<file path="src/rtl/sn74169_seq_ctrl.sv">
// sn74169_seq_ctrl: sequencing front end for an sn74169 4-bit up/down counter.
// Drives the counter's load/enable/direction pins and watches Q/RCOB so the bare
// counter runs as free-run, modulo auto-reload, one-shot or ping-pong sequencer.
// Also counts wraps and flags a disagreement between RCOB and the predicted count.
//
// Ports:
//   clk, rst        clock, synchronous active-high reset
//   start, stop     run request (sampled when idle/done), abort (always wins)
//   dir, mode       1=up/0=down; 00 free, 01 reload, 10 one-shot, 11 ping-pong
//   preset          load value, latched with dir/mode at start
//   q, rcob         counter readback (rcob active low)
//   a, loadb        counter load data / active-low load
//   enpb, entb      counter active-low count enables
//   u_db            counter direction, 1 = up
//   busy            high in LOAD or RUN
//   wrap_pulse      one-cycle pulse in the cycle q sits at the terminal value
//   wrap_cnt        saturating count of wrap_pulse, cleared by start
//   sync_err        sticky RCOB mismatch flag (modes 00/01 only)
module sn74169_seq_ctrl #(
  parameter int unsigned W     = 4,
  parameter int unsigned CNT_W = 8
) (
  input  logic             clk,
  input  logic             rst,
  input  logic             start,
  input  logic             stop,
  input  logic             dir,
  input  logic [1:0]       mode,
  input  logic [W-1:0]     preset,
  input  logic [W-1:0]     q,
  input  logic             rcob,
  output logic [W-1:0]     a,
  output logic             loadb,
  output logic             enpb,
  output logic             entb,
  output logic             u_db,
  output logic             busy,
  output logic             wrap_pulse,
  output logic [CNT_W-1:0] wrap_cnt,
  output logic             sync_err
);

  localparam logic [1:0]       MODE_FREE   = 2'b00;
  localparam logic [1:0]       MODE_RELOAD = 2'b01;
  localparam logic [1:0]       MODE_ONCE   = 2'b10;
  localparam logic [1:0]       MODE_PING   = 2'b11;
  localparam logic [CNT_W-1:0] WRAP_MAX    = '1;

  typedef enum logic [1:0] {
    IDLE = 2'd0,
    LOAD = 2'd1,
    RUN  = 2'd2,
    DONE = 2'd3
  } state_t;

  state_t       state;
  logic         dir_l;
  logic [1:0]   mode_l;
  logic [W-1:0] preset_l;

  logic [W-1:0] term;
  logic [W-1:0] nq;
  logic         tc_next;
  logic         active;

  // Predict the value the counter will hold after the coming edge. While the
  // counter is being loaded (LOAD, or a reload in RUN) that value is preset, so
  // preset==TERM is recognised immediately and reload/one-shot act at once.
  always_comb begin
    term    = dir_l ? '1 : '0;
    active  = (state == LOAD) || (state == RUN);
    nq      = dir_l ? (q + W'(1)) : (q - W'(1));
    if ((state == LOAD) || !loadb) begin
      nq = preset_l;
    end
    tc_next = active && (nq == term);
  end

  // Controller state and all registered outputs.
  always_ff @(posedge clk) begin
    if (rst) begin
      state      <= IDLE;
      dir_l      <= 1'b1;
      mode_l     <= MODE_FREE;
      preset_l   <= '0;
      a          <= '0;
      loadb      <= 1'b1;
      enpb       <= 1'b1;
      entb       <= 1'b1;
      u_db       <= 1'b1;
      busy       <= 1'b0;
      wrap_pulse <= 1'b0;
      wrap_cnt   <= '0;
      sync_err   <= 1'b0;
    end else begin
      // Count the pulse shown this cycle; a start below overrides with a clear.
      if (wrap_pulse && (wrap_cnt != WRAP_MAX)) begin
        wrap_cnt <= wrap_cnt + CNT_W'(1);
      end
      wrap_pulse <= 1'b0;

      if (stop) begin
        state <= IDLE;
        loadb <= 1'b1;
        enpb  <= 1'b1;
        entb  <= 1'b1;
        busy  <= 1'b0;
      end else begin
        case (state)
          IDLE, DONE: begin
            if (start) begin
              state    <= LOAD;
              dir_l    <= dir;
              mode_l   <= mode;
              preset_l <= preset;
              a        <= preset;
              u_db     <= dir;
              loadb    <= 1'b0;
              enpb     <= 1'b1;
              entb     <= 1'b1;
              busy     <= 1'b1;
              wrap_cnt <= '0;
              sync_err <= 1'b0;
            end
          end

          LOAD, RUN: begin
            // RCOB is only meaningful when the direction never changes mid-run.
            if ((state == RUN) && ((mode_l == MODE_FREE) || (mode_l == MODE_RELOAD)) &&
                (rcob != !(q == term))) begin
              sync_err <= 1'b1;
            end
            state <= RUN;
            loadb <= 1'b1;
            enpb  <= 1'b0;
            entb  <= 1'b0;
            if (tc_next) begin
              wrap_pulse <= 1'b1;
              case (mode_l)
                MODE_RELOAD: begin
                  loadb <= 1'b0;
                  a     <= preset_l;
                end
                MODE_ONCE: begin
                  state <= DONE;
                  enpb  <= 1'b1;
                  entb  <= 1'b1;
                  busy  <= 1'b0;
                end
                MODE_PING: begin
                  u_db  <= ~u_db;
                  dir_l <= ~dir_l;
                end
                default: ;
              endcase
            end
          end

          default: state <= IDLE;
        endcase
      end
    end
  end

endmodule

</file>
<file path="config.mk">
export PLATFORM = sky130hd
export DESIGN_NAME = sn74169_seq_ctrl
export DESIGN_NICKNAME = d
export VERILOG_FILES = /design/src/rtl/sn74169_seq_ctrl.sv
export SDC_FILE = /design/constraint.sdc
export NUM_CORES = 1
export LEC_CHECK = 0
export BUFFER_PORTS_ARGS = -buffer_cell sky130_fd_sc_hd__buf_2
export CAP_MARGIN = 15
export CORE_ASPECT_RATIO = 1.75
export CORE_UTILIZATION = 30
export DETAILED_ROUTE_END_ITERATION = 8
export GPL_TIMING_DRIVEN = 1
export PLACE_DENSITY = 0.57
export RECOVER_POWER = 25
export SKIP_CTS_REPAIR_TIMING = 1
export SLEW_MARGIN = 5
export SYNTH_ARGS = -nofsm -noshare
export SYNTH_HDL_FRONTEND = slang
export SYNTH_SLANG_ARGS = --single-unit
</file>
<file path="constraint.sdc">
create_clock -name clk -period 3.1 [get_ports clk]
set_input_delay 0.775 -clock clk [delete_from_list [all_inputs] [get_ports clk]]
set_output_delay 0.775 -clock clk [all_outputs]
set_load 0.05 [all_outputs]
</file>
==> qor.txt, run 1 <==
Result of the run: completed
Global routing usage on met3: 1.610%
Largest family of logic cells by synthesized area: simple AND/OR/NAND/NOR gates
Yosys warning total: 0
Share of cell area taken by muxes after synthesis: 4.786%
Storage element area: 540.5 um2
Start-to-end type of the worst setup path: in -> reg
Total negative slack for setup checks: 0 ns
Cell with the most instances after synthesis: dfxtp_1
Initial core utilization: 31.38%
DR vias/cell: 5.043
Number of synthesized register bits: 27
Count of flip-flops with a built-in enable after synthesis: 0
Slowest cell on crit path: fa_1
Number of max-slew violations in the final report: 0
Pre-CTS setup slack: 0.3894 ns
Leak Pwr: 0.6746 nW
First-pass GRT wire length: 5.319 mm
WP buf/inv: 1
Die Span X: 54.81 um
FF-to-FF End: u_db$_SDFFE_PP1P_
Skew final: 0.006158 ns
Worst min-delay path startpoint: a[2]$_SDFFE_PP0P_
Total standard cell area after synthesis: 0.001464 mm2
Multi-input logic area: 852.1 um2
Std-Cell Core Area: 0.004666 mm2
Post-synth top cells: dfxtp_1 (27), nand2_1 (20), nor2_1 (17)
Synthesized-area fraction occupied by xor and xnor cells: 5.385%
Ys async rst share: 0%
Last weighted congestion value of the routability-driven placer: 0.7458
Clock latency reported for the late side of the worst-skew pair: 0.27 ns
Vias after detailed routing: 1,281
Cell row count: 33
GR Util met2: 26.31%
Max stage delay on crit path: 0.57 ns
Kind of cell adding the most delay to the critical path: adder cells
Ratio of cells with drive above 1 in the final layout: 18.81%
Count of clock tree sinks: 27
Distinct cell type count of the synthesized netlist: 45
# IOs: 35
Launch instance of the worst register-to-register path: dir_l$_SDFFE_PP1P_
CTS tree: built
Iteration-0 DRC Markers: 21
Crit-path cells: buf_2 -> fa_1 -> nand2b_1 -> a2111o_1 -> o21ai_2 -> mux2_4 -> nor4b_4 -> nor4_2
Total Power Consumption: 739.0 uW
Count of non-filler cells in the finished layout: 254
Global-route met1 utilization: 14.45%
Measured slew at the worst slew-check pin: 0.6232 ns
Synth Area in Simple Gates: 27.01%
Largest driver fanout on the critical path: 11
Detail Route Antenna Nets: 0
Path type of the worst min-delay path: reg -> reg
Min Tclk post-route: 2.439 ns
Headroom to the max-slew limit: 58.30%
Layout overhead on the synthesized area: 16.24%
Synth Area per Inst: 8.561 um2
Largest area contributor in the synthesized netlist: dfxtp_1
Die footprint: 0.005174 mm2
CTS Root Cell: clkbuf_8
Clock input transition at the sequential cells of the worst setup and hold paths: 0.10 ns
Maximum resistive drop on vdd: 0.3467 mV
Post-synth net total: 193
Total congestion overflow: 0
Portion of the post-synthesis area used by sequential elements: 36.92%
Pwr per Cell Area: 434.3 mW/mm2
Data arrival time of the critical path: 2.60 ns
Post-detailed-placement half-perimeter wirelength: 2.742 mm
Overall routed net length: 3.453 mm
Die Y: 94.41 um
Final setup viols: 0
Element type at the critical path start: input pin
Endpoint required time on the critical path: 3.26 ns
Maximum number of pins on one net before global-route repair: 18
Number of antenna violations at the first check in global routing: 0
First-pass iteration count of the detailed router: 4
Fraction of the mapped netlist area in compound gates: 15.38%
Most area-consuming cells after synthesis: dfxtp_1 (37%), nand2_1 (5.1%), nor2_1 (4.4%)
R2R cell count: 8
Dpl cells: 250
Deepest clock path buffer count: 2
Hold Path Sink: a[2]$_SDFFE_PP0P_
Synth top area share: 36.92%
Count of buffers inserted at the top-level ports: 34
Max-cap violation count: 0
Element type at the critical path end: flip-flop
Number of hold-slack violations in the final timing report: 0
Final Cycle Share: 78.66%
Number of nets in the finished design: 225
Adder-Cell Fraction of Synth Area: 5.641%
Number of global-route vias before repair: 1,228
Number of instances in the synthesized netlist: 171
Worst Slack Setup Final: 0.6614 ns
Main synth FF type: dfxtp_1
N_diodes: 0
Number of clock buffers inserted by TritonCTS: 3
Global-route usage over all layers: 14.06%
Wirelength per Cell: 13.59 um
CTS H-tree depth: 1
Achievable frequency: 410.1 MHz
Register-to-register setup slack: 0.88 ns
Unrepaired setup endpoints after global routing: no
Worst hold path stage count: 2
Fill cell total of the finished layout: 523
DRC viols: 0
Busiest grt layer: met2
## layout by cell type, fill, tap and decap left out, types with 2 or more instances in the layout
master and count:
a21oi_1 8, a221oi_1 2, a31oi_1 5, and2b_2 2
and3_1 3, buf_2 24, clkbuf_1 10, clkbuf_8 3
dfxtp_1 27, ha_1 5, inv_1 8, mux2_1 2
mux2_2 2, nand2_1 20, nand2b_1 7, nand3_1 4
nand4_1 8, nor2_1 17, nor3_1 3, o211ai_1 4
o21ai_0 2, o21ai_1 2, or2_1 3, xnor2_1 6
xor2_1 3
## kinds of logic (layout without fill, tap and decap cells)
logic type,count (synthesis),after routing
adder cells (fa/ha/maj),6,6
XOR/XNOR,9,9
flip-flops,27,27
AO/OA/AOI/OAI,33,33
buffers and inverters,16,47
AND/OR/NAND/NOR,74,74
multiplexers,6,6
## routing by layer
| layer | routed length, um | vias to the layer above |
|---|---|---|
| met5 | 0 | - |
| met4 | 87 | 0 |
| met3 | 93 | 6 |
| met2 | 1922 | 23 |
| met1 | 1350 | 588 |
| li1 | - | 664 |
## tightest hold or removal path, cell delays in order, from the launching register on
cell and delay (ns):
dfxtp_1 0.32, nand2_1 0.05, a31oi_1 0.06
## stage by stage
stage / hold WS, ns / util, % / cell area [um2]
2_1_floorplan: 0.4537 / - / 1464
3_3_place_gp: 0.4636 / 35.69 / 1665
3_5_place_dp: 0.4563 / 35.69 / 1665
4_1_cts: 0.4825 / 36.74 / 1714
5_1_grt: 0.5006 / 36.47 / 1702
6_report: 0.4815 / 36.47 / 1702
## sequential cells by signal, summed over array words and instances, names as in the netlist
signal and count:
loadb 1, u_db 1, a 4, state 2, preset_l 4, mode_l 2, sync_err 1, busy 1
wrap_pulse 1, wrap_cnt 8, entb 1, dir_l 1
## how the worst max path moves through the flow
stage | cells past startpoint | slack, ns | endpoint | startpoint
after floorplan | 8 | 0.58 | busy$_SDFFE_PP0P_ | q[0]
after global placement | 8 | 0.40 | u_db$_SDFFE_PP1P_ | q[0]
after detailed placement | 8 | 0.39 | u_db$_SDFFE_PP1P_ | q[0]
after CTS | 8 | 0.68 | u_db$_SDFFE_PP1P_ | q[0]
after global routing | 8 | 0.56 | u_db$_SDFFE_PP1P_ | q[0]
final | 8 | 0.66 | busy$_SDFFE_PP0P_ | q[0]
## power by group
group	internal (mW)	switching [mW]	total, mW
clock	0.0912	0.114	0.205
sequential	0.360	0.0110	0.371
combinational	0.0576	0.106	0.163
## final cells by class
type                    instances  area share (%)
clock buffers                   3           2.426
clock inverters                 1          0.4412
inverters                       8           1.765
multi-input cells             128           50.07
flip-flops and latches         27           31.76
well taps                      52           3.824
repair buffers                 35           9.706
(Power assumes the default switching activity.)
==> run 2, diff against run 1 <==
--- a/config.mk
+++ b/config.mk
@@ -5,13 +5,14 @@
 export SDC_FILE = /design/constraint.sdc
 export NUM_CORES = 1
 export LEC_CHECK = 0
+export ABC_AREA = 1
 export BUFFER_PORTS_ARGS = -buffer_cell sky130_fd_sc_hd__buf_2
 export CAP_MARGIN = 15
 export CORE_ASPECT_RATIO = 1.75
 export CORE_UTILIZATION = 30
 export DETAILED_ROUTE_END_ITERATION = 8
 export GPL_TIMING_DRIVEN = 1
-export PLACE_DENSITY = 0.57
+export PLACE_DENSITY = 0.56
 export RECOVER_POWER = 25
 export SKIP_CTS_REPAIR_TIMING = 1
 export SLEW_MARGIN = 5
==> constraint.sdc (replaced) <==
create_clock -name clk -period 2.4 [get_ports clk]
set_input_delay 0.6 -clock clk [delete_from_list [all_inputs] [get_ports clk]]
set_output_delay 0.6 -clock clk [all_outputs]
set_load 0.05 [all_outputs]
==> qor.txt, run 2 <==
Deepest clock path buffer count: 2
CTS Root Cell: clkbuf_8
Sw Share: 34.72%
Largest driver fanout on the critical path: 12
Clock input transition at the sequential cells of the worst setup and hold paths: 0.09 ns
Ratio of cells with drive above 1 in the final layout: 20.23%
Iteration-0 DRC Markers: 10
Total negative slack for setup checks: 0 ns
Total congestion overflow: 0
Largest register FFs: 8
Number of instances in the synthesized netlist: 221
Headroom to the max-slew limit: 60.36%
Number of nets in the finished design: 280
First-pass GRT wire length: 5.871 mm
Measured slew at the worst slew-check pin: 0.5972 ns
Synth top area share: 34.98%
Std-Cell Core Area: 0.004977 mm2
Die Y: 96.94 um
Switching power: 364.6 uW
Data arrival time of the critical path: 2.25 ns
Layout overhead on the synthesized area: 15.63%
Number of max-slew violations in the final report: 0
Die footprint: 0.005453 mm2
Most area-consuming cells after synthesis: dfxtp_1 (35%), nand2_1 (11%), nand3_1 (7.1%)
Most Frequent Cell on Critical Path: nor2_1
Leading registers by flop count: wrap_cnt: 8 flops, a: 4 flops, preset_l: 4 flops
Storage element area: 540.5 um2
Overall routed net length: 3.554 mm
Endpoint required time on the critical path: 2.57 ns
Worst hold-check slack: 0.4533 ns
Most common cell after layout, fill and taps aside: nand2_1
Ys async rst share: 0%
Element type at the critical path end: flip-flop
Count of flip-flops with a built-in enable after synthesis: 0
DR vias/cell: 4.704
Power share of the combinational group: 29.2%
CTS H-tree depth: 1
Pre-CTS setup slack: 0.1306 ns
CTS tree: built
Total standard cell area after synthesis: 0.001545 mm2
Cell with the most instances after synthesis: nand2_1
Cell row count: 34
Leak Pwr: 0.8100 nW
Clock latency reported for the late side of the worst-skew pair: 0.26 ns
Vias after detailed routing: 1,463
Number of clock buffers inserted by TritonCTS: 3
Largest area contributor in the synthesized netlist: dfxtp_1
Result of the run: completed
Portion of the post-synthesis area used by sequential elements: 34.98%
Multi-input logic area: 840.8 um2
Max-cap violation count: 0
N_diodes: 0
Last weighted congestion value of the routability-driven placer: 0.8342
Count of clock tree sinks: 27
Final Cycle Share: 86.82%
Number of synthesized register bits: 27
Slowest cell on crit path: dfxtp_1
First-pass iteration count of the detailed router: 4
Post-synth top cells: nand2_1 (47), dfxtp_1 (27), nor2_1 (24)
Max stage delay on crit path: 0.37 ns
Main synth FF type: dfxtp_1
Crit-path cells: inv_1 -> ha_1 -> inv_4 -> nor2_1 -> nor2_1 -> inv_2 -> nor2_4 -> inv_4 -> nand2_2 -> o21bai_1 -> nor2_1
Fraction of power consumed by the clock network: 23.9%
Unrepaired setup endpoints after global routing: no
Wirelength per Cell: 11.43 um
Worst Slack Setup Final: 0.3164 ns
Detail Route Antenna Nets: 0
Yosys warning total: 0
Pwr per Cell Area: 587.8 mW/mm2
# IOs: 35
Number of hold-slack violations in the final timing report: 0
Most flop-heavy register: wrap_cnt
Maximum number of pins on one net before global-route repair: 16
Global-route usage over all layers: 13.40%
Element type at the critical path start: flip-flop
Path type of the worst min-delay path: reg -> reg
Portion of total power attributed to sequential cells: 46.9%
Count of buffers inserted at the top-level ports: 34
Achievable frequency: 479.9 MHz
DRC viols: 0
Maximum resistive drop on vdd: 0.3424 mV
Post-detailed-placement half-perimeter wirelength: 2.885 mm
Distinct cell type count of the synthesized netlist: 31
Fill cell total of the finished layout: 562
Total Power Consumption: 1.050 mW
Number of global-route vias before repair: 1,320
Synth Area per Inst: 6.992 um2
Cell Int Power: 685.6 uW
Die Span X: 56.25 um
Initial core utilization: 31.05%
Final setup viols: 0
Most frequent cells in the layout: nand2_1 (47), dfxtp_1 (27), nor2_1 (25)
Skew final: 0.001523 ns
Start-to-end type of the worst setup path: reg -> reg
Min Tclk post-route: 2.084 ns
Number of antenna violations at the first check in global routing: 0
Post-synth net total: 243
## run 2: cell count changes after synthesis, sizes merged, moves of 4 or more
cell	delta
nand2	+35
inv	+20
nand3	+19
nor2	+15
o21ai	+12
nand2b	-7
nand4	-7
a31oi	-5
mux2	-5
clkbuf	-4
o211ai	-4
xnor2	-4
## run 2: logic make-up after synthesis
logic type	after synthesis	share of synthesized area (%)
xor gates and xnor gates	3	1.701
AOI/OAI and AO/OA	32	11.01
DFF	27	34.98
adders and majority gates	6	5.344
buffers and inverters	33	10.12
and+or+nand+nor	120	36.84
## run 2: path summary, 6_finish.rpt
path / cells after the start / from / endpoint / slack [ns]
worst max-delay path: 11 / state[0]$_SDFFE_PP0P_ / wrap_cnt[4]$_SDFF_PP0_ / 0.32
worst min-delay path: 2 / sync_err$_SDFFE_PP0P_ / sync_err$_SDFFE_PP0P_ / 0.45
worst max register to register: 11 / state[0]$_SDFFE_PP0P_ / wrap_cnt[4]$_SDFF_PP0_ / 0.32
worst min register to register: 2 / sync_err$_SDFFE_PP0P_ / sync_err$_SDFFE_PP0P_ / 0.45
## run 2: critical path, delay by kind of cell, from the launching register on
family          cells  cell delay [ns]
fa+ha+maj           1             0.33
flops               1             0.37
compound gates      1             0.15
simple gates        5             0.79
buf+inv             4             0.34
## run 2: routing by layer
layer  vias to the layer above  wire length, um  global-route usage, %
met5                         -                0                      0
met4                         0               23                  2.814
met3                         2               82                  1.471
met2                        23             1981                  26.74
met1                       655             1466                  14.48
li1                        783                -                      -
## run 2: per-stage QoR
stage	cell area, um2	utilization, %	instances
after floorplan	1545	-	221
after global placement	1762	35.39	307
after detailed placement	1762	35.39	307
after CTS	1807	36.30	311
after global routing	1787	35.90	311
final	1787	35.90	311
## run 2: power by group through the flow
stage / logic [mW] / clock network [mW] / registers [mW]
2_1_floorplan: 0.193 / 0 / 0.550
3_3_place_gp: 0.315 / 0 / 0.502
3_5_place_dp: 0.315 / 0 / 0.503
4_1_cts: 0.316 / 0.265 / 0.492
5_1_grt: 0.343 / 0.282 / 0.496
6_report: 0.307 / 0.251 / 0.492
## run 2: cell type report
cell class              count  share of cell area (%)
multi-input cells         161                   47.06
repair buffers             37                   10.08
inverters                  28                   6.303
flip-flops and latches     27                   30.25
clock buffers               4                   2.521
well taps                  54                   3.782
==> run 3, diff against run 2 <==
--- a/config.mk
+++ b/config.mk
@@ -8,7 +8,7 @@
 export ABC_AREA = 1
 export BUFFER_PORTS_ARGS = -buffer_cell sky130_fd_sc_hd__buf_2
 export CAP_MARGIN = 15
-export CORE_ASPECT_RATIO = 1.75
+export CORE_ASPECT_RATIO = 1.1
 export CORE_UTILIZATION = 30
 export DETAILED_ROUTE_END_ITERATION = 8
 export GPL_TIMING_DRIVEN = 1
==> qor.txt, run 3 (same netlist as run 2, synthesis figures left out) <==
Result of the run: completed
Fraction of power consumed by the clock network: 25.1%
Vias after detailed routing: 1,454
Clock latency reported for the late side of the worst-skew pair: 0.27 ns
Initial core utilization: 31.12%
Min Tclk post-route: 2.072 ns
Endpoint required time on the critical path: 2.58 ns
N_diodes: 0
Measured slew at the worst slew-check pin: 0.6013 ns
Clock input transition at the sequential cells of the worst setup and hold paths: 0.10 ns
Path type of the worst min-delay path: reg -> reg
Die footprint: 0.005442 mm2
Total congestion overflow: 0
Leak Pwr: 0.8092 nW
Count of non-filler cells in the finished layout: 314
Die Span X: 70.43 um
Fill cell total of the finished layout: 550
Number of max-slew violations in the final report: 0
Final Cycle Share: 86.32%
Overall routed net length: 3.385 mm
Launch instance of the worst register-to-register path: state[0]$_SDFFE_PP0P_
Number of clock buffers inserted by TritonCTS: 3
Element type at the critical path end: flip-flop
Iteration-0 DRC Markers: 70
Global-route usage over all layers: 14.07%
Register-to-register setup slack: 0.33 ns
Unrepaired setup endpoints after global routing: no
Largest driver fanout on the critical path: 12
Detail Route Antenna Nets: 0
Headroom to the max-slew limit: 60.09%
Skew final: 0.0006392 ns
Achievable frequency: 482.7 MHz
Number of hold-slack violations in the final timing report: 0
Count of buffers inserted at the top-level ports: 34
Portion of total power attributed to sequential cells: 46.7%
CTS tree: built
Cell Int Power: 681.9 uW
Number of antenna violations at the first check in global routing: 0
Max-cap violation count: 0
CTS H-tree depth: 1
DR vias/cell: 4.631
Switching power: 377.7 uW
Wirelength per Cell: 10.78 um
Dpl cells: 310
Worst setup path startpoint: state[0]$_SDFFE_PP0P_
Most common cell after layout, fill and taps aside: nand2_1
R2R cell count: 11
Ratio of cells with drive above 1 in the final layout: 20.70%
First-pass GRT wire length: 6.292 mm
Layout overhead on the synthesized area: 15.79%
Total negative slack for setup checks: 0 ns
End of the critical path: wrap_cnt[4]$_SDFF_PP0_
FF-to-FF End: wrap_cnt[4]$_SDFF_PP0_
Most flop-heavy register: wrap_cnt
Die Y: 77.27 um
Power share of the combinational group: 28.2%
Worst hold-check slack: 0.4526 ns
First-pass iteration count of the detailed router: 4
Data arrival time of the critical path: 2.25 ns
Leading registers by flop count: wrap_cnt: 8 flops, a: 4 flops, preset_l: 4 flops
Number of global-route vias before repair: 1,452
Number of nets in the finished design: 279
CTS Root Cell: clkbuf_8
Cell row count: 27
Element type at the critical path start: flip-flop
Post-detailed-placement half-perimeter wirelength: 2.714 mm
Start-to-end type of the worst setup path: reg -> reg
Final setup viols: 0
Sw Share: 35.65%
Count of clock tree sinks: 27
DRC viols: 0
Deepest clock path buffer count: 2
# IOs: 35
Last weighted congestion value of the routability-driven placer: 0.7955
Pwr per Cell Area: 592.3 mW/mm2
Maximum resistive drop on vdd: 0.4133 mV
Maximum number of pins on one net before global-route repair: 16
Std-Cell Core Area: 0.004966 mm2
Most frequent cells in the layout: nand2_1 (47), dfxtp_1 (27), nor2_1 (25)
Largest register FFs: 8
==> run 3: changes by cell type in the layout (fill, tap and decap cells not counted) <==
cell,before,now
clkinv_2,0,1
clkbuf_1,11,10
a21oi_1,11,10
buf_4,3,2
a21oi_2,0,1
==> run 3: final cells by class <==
cell class | instances | area, um2 | area share (%)
clock buffer | 3 | 41.29 | 2.308
clock inverter | 1 | 5.005 | 0.2797
inverter | 28 | 112.6 | 6.294
multi-input combinational | 161 | 844.6 | 47.20
sequential | 27 | 540.5 | 30.21
tap | 58 | 72.57 | 4.056
timing repair buffer | 36 | 172.7 | 9.650
==> run 3: power by group through the flow <==
stage	Sequential, mW	Combinational (mW)	Clock [mW]
floorplan	0.550	0.193	0
global placement	0.505	0.306	0
detailed placement	0.505	0.308	0
CTS	0.495	0.309	0.275
global route	0.499	0.344	0.292
finish	0.494	0.299	0.266
==> run 3: critical path, cell delays in order, from the launching register on <==
cell      delay [ns]
dfxtp_1         0.39
inv_1           0.06
ha_1            0.33
inv_4           0.12
nor2_1          0.11
nor2_1          0.20
inv_2           0.09
nor2_4          0.19
inv_4           0.07
nand2_2         0.21
o21bai_1        0.15
nor2_1          0.05
==> run 3: worst min path at each step <==
stage                                     start                     to  slack (ns)  depth (start not counted)
after global routing      sync_err$_SDFFE_PP0P_  sync_err$_SDFFE_PP0P_        0.49                          2
final                     sync_err$_SDFFE_PP0P_  sync_err$_SDFFE_PP0P_        0.45                          2
after floorplan           state[1]$_SDFFE_PP0P_  state[1]$_SDFFE_PP0P_        0.45                          2
after CTS                 sync_err$_SDFFE_PP0P_  sync_err$_SDFFE_PP0P_        0.45                          2
after global placement    sync_err$_SDFFE_PP0P_  sync_err$_SDFFE_PP0P_        0.44                          2
after detailed placement  sync_err$_SDFFE_PP0P_  sync_err$_SDFFE_PP0P_        0.44                          2
==> run 3: routing by layer <==
layer / vias to the layer above / GRT usage [%] / part of all wire (%)
li1: 781 / - / -
met1: 644 / 17.20 / 48
met2: 27 / 25.24 / 48
met3: 2 / 3.417 / 4.0
met4: 0 / 1.800 / 0.44
met5: - / 0 / 0
==> run 3: per-stage QoR <==
step	setup WS [ns]	area (um2)	util, %	total power, mW
after floorplan	0.4281	1545	-	0.7429
after global placement	0.1899	1759	35.42	0.8111
after detailed placement	0.1289	1759	35.42	0.8127
after CTS	0.2245	1805	36.36	1.078
after global routing	0.08175	1789	36.03	1.135
final	0.3283	1789	36.03	1.060
